`src/rtl/i2c_pkg.sv`:
```
// Shared definitions for the I2C slave controller: FSM state encoding,
// SDA driver mode encoding and the byte length used by the bit counter.
package i2c_pkg;

    localparam logic [3:0] BITS_PER_BYTE = 4'd8;

    typedef enum logic [3:0] {
        IDLE,
        ADDR,
        ADDR_CHK,
        ADDR_ACK,
        NACK_WAIT,
        TX_LOAD,
        TX_BYTE,
        TX_ACK,
        RX_BYTE,
        RX_ACK,
        RX_STORE
    } state_t;

    typedef enum logic [1:0] {
        SDA_RELEASE = 2'b00,
        SDA_LOW     = 2'b01,
        SDA_HIGH    = 2'b10,
        SDA_TX      = 2'b11
    } sda_mode_t;

endpackage

```
`src/rtl/i2c_bit_counter.sv`:
```
// SCL rising-edge counter for one I2C byte frame (8 data bits + ACK).
// Counts 0..8 and wraps 8 -> 0 on the ACK-bit rising edge.
//   clk, rst         : system clock, async active-high reset
//   i_clear          : synchronous clear (bus START)
//   i_count_enable   : SCL rising-edge strobe
//   o_count          : current bit count
//   o_rollover       : high in the cycle the 9th edge wraps the count
module i2c_bit_counter
    import i2c_pkg::*;
(
    input  logic       clk,
    input  logic       rst,
    input  logic       i_clear,
    input  logic       i_count_enable,
    output logic [3:0] o_count,
    output logic       o_rollover
);

    logic [3:0] r_count;

    always_ff @(posedge clk or posedge rst) begin
        if (rst) begin
            r_count <= '0;
        end else if (i_clear) begin
            r_count <= '0;
        end else if (i_count_enable) begin
            r_count <= (r_count == BITS_PER_BYTE) ? 4'd0 : r_count + 4'd1;
        end
    end

    assign o_count    = r_count;
    assign o_rollover = i_count_enable && !i_clear && (r_count == BITS_PER_BYTE);

endmodule

```
`src/rtl/i2c_slave_ctrl.sv`:
```
// I2C slave protocol controller. Consumes pre-detected SCL edge and bus
// START/STOP strobes, steers the external RX/TX shifters and FIFOs, and
// selects the SDA driver mode.
//   clk, rst                   : system clock, async active-high reset
//   rising/falling_edge_found  : SCL edge strobes
//   start_found, stop_found    : bus condition strobes (START wins)
//   rx_data                    : RX shifter contents, MSB first
//   tx_empty, sda_in           : TX FIFO empty flag, synchronized SDA
//   rx_enable, tx_enable       : shifter enables
//   load_data, tx_read         : TX shifter load / TX FIFO pop
//   rx_write                   : RX FIFO push
//   sda_mode                   : 00 release, 01 low, 10 high, 11 TX bit
//   busy                       : slave addressed, until STOP/repeated START
//
// state     | meaning
// IDLE      | bus idle or not yet started
// ADDR      | shifting in address + R/W
// ADDR_CHK  | compare address, latch R/W
// ADDR_ACK  | drive address ACK during 9th bit
// NACK_WAIT | not for us (or NACKed); wait for START/STOP
// TX_LOAD   | load TX shifter, pop TX FIFO
// TX_BYTE   | drive 8 data bits to master
// TX_ACK    | release SDA, sample master ACK
// RX_BYTE   | shift in 8 data bits
// RX_STORE  | push received byte
// RX_ACK    | drive data ACK during 9th bit
module i2c_slave_ctrl
    import i2c_pkg::*;
#(
    parameter logic [6:0] SLAVE_ADDR = 7'h1E
) (
    input  logic       clk,
    input  logic       rst,
    input  logic       rising_edge_found,
    input  logic       falling_edge_found,
    input  logic       start_found,
    input  logic       stop_found,
    input  logic [7:0] rx_data,
    input  logic       tx_empty,
    input  logic       sda_in,
    output logic       rx_enable,
    output logic       tx_enable,
    output logic       load_data,
    output logic       tx_read,
    output logic       rx_write,
    output logic [1:0] sda_mode,
    output logic       busy
);

    localparam logic [3:0] LAST_DATA_BIT = BITS_PER_BYTE - 4'd1;

    state_t    r_state, w_state_nxt;
    logic      r_phase, w_phase_nxt;
    logic      r_rw, w_rw_nxt;
    logic      r_tx_enable;
    logic      r_busy;
    logic [3:0] w_count;
    logic      w_rollover;
    logic      w_rx_enable, w_load, w_rx_write;
    sda_mode_t w_sda_mode;

    i2c_bit_counter u_bit_counter (
        .clk            (clk),
        .rst            (rst),
        .i_clear        (start_found),
        .i_count_enable (rising_edge_found),
        .o_count        (w_count),
        .o_rollover     (w_rollover)
    );

    always_ff @(posedge clk or posedge rst) begin
        if (rst) begin
            r_state <= IDLE;
            r_phase <= 1'b0;
            r_rw    <= 1'b0;
        end else begin
            r_state <= w_state_nxt;
            r_phase <= w_phase_nxt;
            r_rw    <= w_rw_nxt;
        end
    end

    // r_phase: in ADDR_ACK/RX_ACK it means "ACK is being driven";
    // in TX_ACK it means "master ACKed and more data is available".
    always_comb begin
        w_state_nxt = r_state;
        w_phase_nxt = r_phase;
        w_rw_nxt    = r_rw;
        if (start_found) begin
            w_state_nxt = ADDR;
        end else if (stop_found) begin
            w_state_nxt = IDLE;
        end else begin
            case (r_state)
                ADDR: begin
                    if (rising_edge_found && w_count == LAST_DATA_BIT)
                        w_state_nxt = ADDR_CHK;
                end
                ADDR_CHK: begin
                    w_rw_nxt = rx_data[0];
                    if (rx_data[7:1] == SLAVE_ADDR && !(rx_data[0] && tx_empty))
                        w_state_nxt = ADDR_ACK;
                    else
                        w_state_nxt = NACK_WAIT;
                end
                ADDR_ACK, RX_ACK: begin
                    // count==8: falling edge opening the ACK bit;
                    // count==0: falling edge closing it (after the wrap)
                    if (falling_edge_found) begin
                        if (w_count == BITS_PER_BYTE) begin
                            w_phase_nxt = 1'b1;
                        end else if (r_phase && w_count == 4'd0) begin
                            if (r_state == ADDR_ACK && r_rw)
                                w_state_nxt = TX_LOAD;
                            else
                                w_state_nxt = RX_BYTE;
                        end
                    end
                end
                TX_LOAD: w_state_nxt = TX_BYTE;
                TX_BYTE: begin
                    if (falling_edge_found && w_count == BITS_PER_BYTE)
                        w_state_nxt = TX_ACK;
                end
                TX_ACK: begin
                    if (w_rollover) begin
                        if (!sda_in && !tx_empty)
                            w_phase_nxt = 1'b1;
                        else
                            w_state_nxt = NACK_WAIT;
                    end else if (falling_edge_found && r_phase) begin
                        w_state_nxt = TX_LOAD;
                    end
                end
                RX_BYTE: begin
                    if (rising_edge_found && w_count == LAST_DATA_BIT)
                        w_state_nxt = RX_STORE;
                end
                RX_STORE: w_state_nxt = RX_ACK;
                default: ;
            endcase
        end
        if (w_state_nxt != r_state)
            w_phase_nxt = 1'b0;
    end

    // Shift the TX shifter after the falling edges of bits 1..7; bit 0 is
    // presented straight from the load.
    always_ff @(posedge clk or posedge rst) begin
        if (rst) begin
            r_tx_enable <= 1'b0;
            r_busy      <= 1'b0;
        end else begin
            r_tx_enable <= (r_state == TX_BYTE) && falling_edge_found &&
                           !start_found && !stop_found &&
                           (w_count != 4'd0) && (w_count < BITS_PER_BYTE);
            if (start_found || stop_found)
                r_busy <= 1'b0;
            else if (r_state == ADDR_CHK && w_state_nxt == ADDR_ACK)
                r_busy <= 1'b1;
        end
    end

    always_comb begin
        w_rx_enable = 1'b0;
        w_load      = 1'b0;
        w_rx_write  = 1'b0;
        w_sda_mode  = SDA_RELEASE;
        case (r_state)
            ADDR:             w_rx_enable = 1'b1;
            ADDR_ACK, RX_ACK: if (r_phase) w_sda_mode = SDA_LOW;
            TX_LOAD: begin
                w_load     = 1'b1;
                w_sda_mode = SDA_TX;
            end
            TX_BYTE:          w_sda_mode = SDA_TX;
            RX_BYTE:          w_rx_enable = 1'b1;
            RX_STORE:         w_rx_write = 1'b1;
            default: ;
        endcase
    end

    assign rx_enable = w_rx_enable;
    assign tx_enable = r_tx_enable;
    assign load_data = w_load;
    assign tx_read   = w_load;
    assign rx_write  = w_rx_write;
    assign sda_mode  = w_sda_mode;
    assign busy      = r_busy;

endmodule
```
`config.mk`:
```
export PLATFORM = sky130hd
export DESIGN_NAME = i2c_slave_ctrl
export DESIGN_NICKNAME = d
export VERILOG_FILES = /design/src/rtl/i2c_pkg.sv /design/src/rtl/i2c_bit_counter.sv /design/src/rtl/i2c_slave_ctrl.sv
export SDC_FILE = /design/constraint.sdc
export NUM_CORES = 1
export LEC_CHECK = 0
export CAP_MARGIN = 20
export CELL_PAD_IN_SITES_DETAIL_PLACEMENT = 1
export CELL_PAD_IN_SITES_GLOBAL_PLACEMENT = 1
export CORE_UTILIZATION = 39
export CTS_CLUSTER_SIZE = 25
export DETAILED_ROUTE_END_ITERATION = 8
export GPL_ROUTABILITY_DRIVEN = 0
export GPL_TIMING_DRIVEN = 0
export PLACE_DENSITY_LB_ADDON = 0.05
export SLEW_MARGIN = 20
export SYNTH_ARGS = -nofsm -noshare
export SYNTH_HDL_FRONTEND = slang
export SYNTH_SLANG_ARGS = --single-unit
export TNS_END_PERCENT = 100
```
`constraint.sdc`:
```
create_clock -name clk -period 4.2 [get_ports clk]
set_input_delay 1.26 -clock clk [delete_from_list [all_inputs] [get_ports clk]]
set_output_delay 1.26 -clock clk [all_outputs]
set_load 0.01 [all_outputs]
```
==> impl_metrics.env, run 1 <==
export IMPL_io_buffers=21
export IMPL_status="finished, final reports clean"
export IMPL_root_buffer="clkbuf_4"
export IMPL_ys_flop_type="dfrtp_1"
export IMPL_cap_violations=0
export IMPL_ir_drop_v=0.000149
export IMPL_ys_warn_count=0
export IMPL_drive_above_1_share_pct=15.6
export IMPL_finalPower_mw=0.311
export IMPL_rrSetupSlack_ns=1.83
export IMPL_totalWireLength_microns=3080
export IMPL_powerDensity_mw_per_mm2=232
export IMPL_hold_class="reg -> reg"
export IMPL_clock_path_buffers=2
export IMPL_cts_resized=0
export IMPL_final_period_utilization_pct=79.6
export IMPL_drv_slew=0
export IMPL_yosysUniqueCellTypes=51
export IMPL_path_clk_slew_ns=0.09
export IMPL_finish_net_count=173
export IMPL_max_slew_worst_pin_slew_ns=0.501
export IMPL_clkLatencyLatePin_ns=0.28
export IMPL_finClkSkew_ns=0.00380
export IMPL_max_freq_ghz=0.299
export IMPL_grt_usage_pct=24.2
export IMPL_initial_core_util_pct=41.8
export IMPL_cp_max_fo=10
export IMPL_final_util_pct=53.1
export IMPL_critPathCaptureType="output port"
export IMPL_syn_area_sq_mm=0.00105
export IMPL_arrival_ns=2.08
export IMPL_mostFrequentLayoutCell="clkdlybuf4s50_1"
export IMPL_io_pins=24
export IMPL_remaining_drc_errors=0
export IMPL_coreArea_sq_mm=0.00252
export IMPL_period_needed_ns=3.34
export IMPL_slew_headroom_pct=66.6
export IMPL_cts_buffers_inserted=3
export IMPL_grt_pass1_vias=1007
export IMPL_dieArea_sq_mm=0.00292
export IMPL_routedWlPerCell_microns=16.7
export IMPL_finalSetupViolCount=0
export IMPL_finalSetupTns_ns=0
export IMPL_die_h_microns=54.0
export IMPL_via_per_inst=5.97
export IMPL_drtPass1Iterations=4
export IMPL_ff_latch_area_sq_um=300
export IMPL_hold_viol=0
export IMPL_multiInputGateArea_sq_um=668
export IMPL_cp_start_kind="flip-flop"
export IMPL_path_class="reg -> out"
export IMPL_vias=1098
export IMPL_syn_inst=129
export IMPL_whs_ns=0.527
export IMPL_grt_overflow_total=0
export IMPL_p_leak_nw=0.569
export IMPL_synth_yosys_seq_area_share_pct=28.5
export IMPL_synth_seq_cells=12
export IMPL_dp_slack_ns=0.747
export IMPL_cts_tree="built"
export IMPL_layout_setup_ws_ns=0.856
export IMPL_antenna_cells=0
export IMPL_worstPathRequired_ns=2.94
export IMPL_row_count=18
export IMPL_dieWidth_microns=54.0
export IMPL_hpwl_microns=2390
export IMPL_final_cell_mix="clkdlybuf4s50_1 (21), nor2_1 (15), nand2_1 (12), dfrtp_1 (12), a21oi_1 (10)"
export IMPL_ant_nets=0
export IMPL_post_cts_setup_buffer_count=0
export IMPL_synth_edf_count=0
export IMPL_hold_buffers=0
export IMPL_synth_nets=147
export IMPL_synth_async_reset_ratio_pct=100
export IMPL_grt_max_degree=13
export IMPL_rsz0062_at_grt="false"
export IMPL_drt_first_iter_violations=28
export IMPL_grt_first_pass_wirelength_microns=4980
export IMPL_fillCellCount=319
export IMPL_clkSinkCount=12
export IMPL_antenna_found_initial=0
export IMPL_syn_to_final_growth_pct=26.9
export IMPL_synth_area_per_cell_sq_um=8.18
export IMPL_h_tree_depth=1
==> cells by family (layout without fill, tap and decap cells) <==
group	after synthesis	count (layout)	share of synthesized area [%]
multiplexers	4	4	4.03
AND/OR/NAND/NOR	66	66	38.2
adder cells (fa/ha/maj)	2	2	2.37
buffers and inverters	16	41	8.18
XOR/XNOR	2	2	1.66
flip-flops	12	12	28.5
AO/OA/AOI/OAI	27	27	17.1
==> metrics by stage <==
step	std cells	instance area (sq um)
floorplan	129	1050
global placement	180	1300
detailed placement	180	1300
CTS	184	1340
global route	184	1340
finish	184	1340
==> Yosys cell counts (all sizes together), types with 2 or more instances <==
library cell	n	area share [%]
mux2	2	2.1
nor4b	2	2.3
nor3	5	2.4
a21oi	10	4.7
a31oi	2	1.2
o22ai	2	1.8
o21ai	3	1.4
nand2b	5	3.0
inv	7	2.5
buf	8	5.2
nand4b	3	3.1
or3	2	1.2
nand2	12	4.3
nand3b	3	3.3
mux2i	2	1.9
nor2	16	5.9
ha	2	2.4
nor4	7	4.7
dfrtp	12	28
==> final timing paths <==
kind | from | end | cells past startpoint
worst max-delay path | r_state[3] | sda_mode[0] | 6
worst min-delay path | busy | busy | 2
worst max register to register | u_bit_counter.o_count[0] | r_phase | 8
worst min register to register | busy | busy | 2
max in group asynchronous | rst | r_phase | 2
min in group asynchronous | rst | r_state[0] | 2
==> power by group <==
part           internal, mW  switching (mW)  leakage (nW)  total (mW)
clock                0.0528          0.0444        0.0210      0.0971
sequential            0.121         0.00733         0.162       0.129
combinational        0.0407          0.0447         0.386      0.0854
==> layout make-up <==
cell class / instances / share of cell area (%)
inverters: 7 / 1.96
plain buffers: 9 / 4.49
multi-input cells: 101 / 49.9
repair buffers: 21 / 15.7
clock buffers: 4 / 2.71
well taps: 30 / 2.80
flip-flops and latches: 12 / 22.4
==> routing by layer <==
| metal | routed length (microns) | track usage [%] | up-vias | share of wire, % |
|---|---|---|---|---|
| met5 | 0 | 0 | - | 0 |
| met4 | 7 | 5.13 | 0 | 0.23 |
| met3 | 137 | 3.39 | 2 | 4.4 |
| met2 | 1470 | 38.5 | 30 | 48 |
| met1 | 1470 | 34.6 | 540 | 48 |
| li1 | - | - | 526 | - |
==> flip-flops by register name, summed over array words and instances, names as in the netlist <==
name	cells
r_state	4
r_phase	1
r_rw	1
u_bit_counter.o_count	4
busy	1
tx_enable	1
==> critical path: stages (launching register included) <==
cell	delay, ns
dfrtp_1	0.33
buf_2	0.19
buf_2	0.26
xor2_1	0.17
and3_1	0.20
a21o_1	0.13
clkdlybuf4s50_1	0.52
Power figures use the tool's default switching activity.
==> run 2: changes to the inputs <==
CORE_UTILIZATION = 36   (was 39)
clock period = 3.08 ns   (was 4.2 ns; I/O delays follow)
==> run 2 against run 1 <==
Critical path depth did not move. First-iteration DRC count decreased by 3.6%. Utilization decreased by 4.3 points. Die area increased by 8.0%. Cell count rose by 0.54%. Sequential power increased by 36%. Non-clock buffer count is the same. Critical path type unchanged. Largest cell class unchanged.
==> impl_metrics.env, run 2 (synthesis results as in run 1) <==
export IMPL_status="finished, final reports clean"
export IMPL_drive_above_1_share_pct=15.6
export IMPL_hold_viol=0
export IMPL_cap_violations=0
export IMPL_io_pins=24
export IMPL_grt_max_degree=13
export IMPL_ir_drop_v=0.000222
export IMPL_max_freq_ghz=0.335
export IMPL_dp_cells=181
export IMPL_final_cell_mix="clkdlybuf4s50_1 (21), nor2_1 (15), nand2_1 (12), dfrtp_1 (12), a21oi_1 (10)"
export IMPL_die_h_microns=56.1
export IMPL_arrival_ns=2.06
export IMPL_period_needed_ns=2.99
export IMPL_grt_first_pass_wirelength_microns=5160
export IMPL_powerDensity_mw_per_mm2=315
export IMPL_totalWireLength_microns=3020
export IMPL_max_slew_worst_pin_slew_ns=0.474
export IMPL_routedWlPerCell_microns=16.3
export IMPL_remaining_drc_errors=0
export IMPL_antenna_cells=0
export IMPL_ant_nets=0
export IMPL_worstPathRequired_ns=2.16
export IMPL_cts_tree="built"
export IMPL_root_buffer="clkbuf_4"
export IMPL_initial_core_util_pct=38.2
export IMPL_coreArea_sq_mm=0.00276
export IMPL_critPathCaptureType="output port"
export IMPL_io_buffers=21
export IMPL_p_leak_nw=0.568
export IMPL_path_clk_slew_ns=0.08
export IMPL_drt_first_iter_violations=27
export IMPL_via_per_inst=5.70
export IMPL_slew_headroom_pct=68.4
export IMPL_drtPass1Iterations=4
export IMPL_hpwl_microns=2360
export IMPL_mostFrequentLayoutCell="clkdlybuf4s50_1"
export IMPL_cp_max_fo=10
export IMPL_hold_class="reg -> reg"
export IMPL_finalSetupViolCount=0
export IMPL_dieArea_sq_mm=0.00315
export IMPL_row_count=19
export IMPL_swShare_pct=30.6
export IMPL_clkLatencyLatePin_ns=0.29
export IMPL_switching_power_mw=0.130
export IMPL_fillCellCount=346
export IMPL_antenna_found_initial=0
export IMPL_dieWidth_microns=56.1
export IMPL_cp_start_kind="flip-flop"
export IMPL_vias=1055
export IMPL_p_int_mw=0.293
export IMPL_clock_path_buffers=2
export IMPL_final_cells=185
export IMPL_drv_slew=0
export IMPL_finish_net_count=173
export IMPL_grt_pass1_vias=1064
export IMPL_seqPwrFrac_pct=41.5
export IMPL_cts_buffers_inserted=3
export IMPL_h_tree_depth=1
export IMPL_clkPwrFrac_pct=31.3
export IMPL_clkSinkCount=12
export IMPL_finClkSkew_ns=0.00770
export IMPL_grt_usage_pct=20.8
export IMPL_rsz0062_at_grt="false"
export IMPL_path_class="reg -> out"
export IMPL_syn_to_final_growth_pct=27.5
export IMPL_rrSetupSlack_ns=0.74
export IMPL_grt_overflow_total=0
export IMPL_final_util_pct=48.8
export IMPL_p_comb_share_pct=27.2
export IMPL_final_period_utilization_pct=97.0
[run 2: cell types whose count changed in the layout (fill, tap and decap cells not counted), sizes merged]
cell    change
buf         -1
clkbuf      +1
[run 2: timing repair]
action	4_1_cts	5_1_grt
setup endpoints to repair	0	1
resized for setup	0	3
hold buffers	0	0
buffers inserted	0	0
[run 2: cell type report]
cell class,instances,area (sq um),share of cell area [%]
repair buffers,21,210,15.6
flip-flops and latches,12,300,22.3
plain buffers,9,65.1,4.84
multi-input cells,101,668,49.7
well taps,31,38.8,2.88
clock buffers,4,36.3,2.70
inverters,7,26.3,1.95
[run 2: power groups by stage]
| stage | Sequential (mW) | Combinational [mW] | Clock [mW] |
|---|---|---|---|
| floorplan | 0.176 | 0.0730 | 0 |
| global placement | 0.178 | 0.112 | 0 |
| detailed placement | 0.178 | 0.115 | 0 |
| CTS | 0.175 | 0.115 | 0.131 |
| global route | 0.177 | 0.127 | 0.140 |
| finish | 0.175 | 0.115 | 0.133 |
[run 2: critical path, cell delays in order, from the launching register on]
cell and delay [ns]:
dfrtp_1 0.32, buf_2 0.20, buf_4 0.21, xor2_1 0.19, and3_1 0.20, a21o_1 0.13
clkdlybuf4s50_1 0.53
[run 2: path summary, 6_finish.rpt]
path | from | endpoint | cells past startpoint
worst max-delay path | r_state[3] | sda_mode[0] | 6
worst min-delay path | busy | busy | 2
worst max register to register | u_bit_counter.o_count[0] | r_phase | 8
worst min register to register | busy | busy | 2
max in group asynchronous | rst | r_rw | 2
min in group asynchronous | rst | r_state[0] | 2
[run 2: routing by layer]
metal	GRT usage, %	up-vias	routed length [microns]
met5	0	-	0
met4	5.23	0	29
li1	-	514	-
met1	29.4	504	1450
met2	32.8	33	1380
met3	3.72	4	155
[run 2: stage by stage]
stage	hold WS [ns]	setup WS, ns	setup TNS (ns)	cell area (sq um)	power, mW
5_1_grt	0.563	0.0100	0	1350	0.444
3_3_place_gp	0.505	0.0160	0	1300	0.290
3_5_place_dp	0.529	-0.0451	-0.0451	1300	0.293
6_report	0.536	0.0937	0	1350	0.423
2_1_floorplan	0.530	0.661	0	1050	0.249
4_1_cts	0.539	0.0760	0	1340	0.421
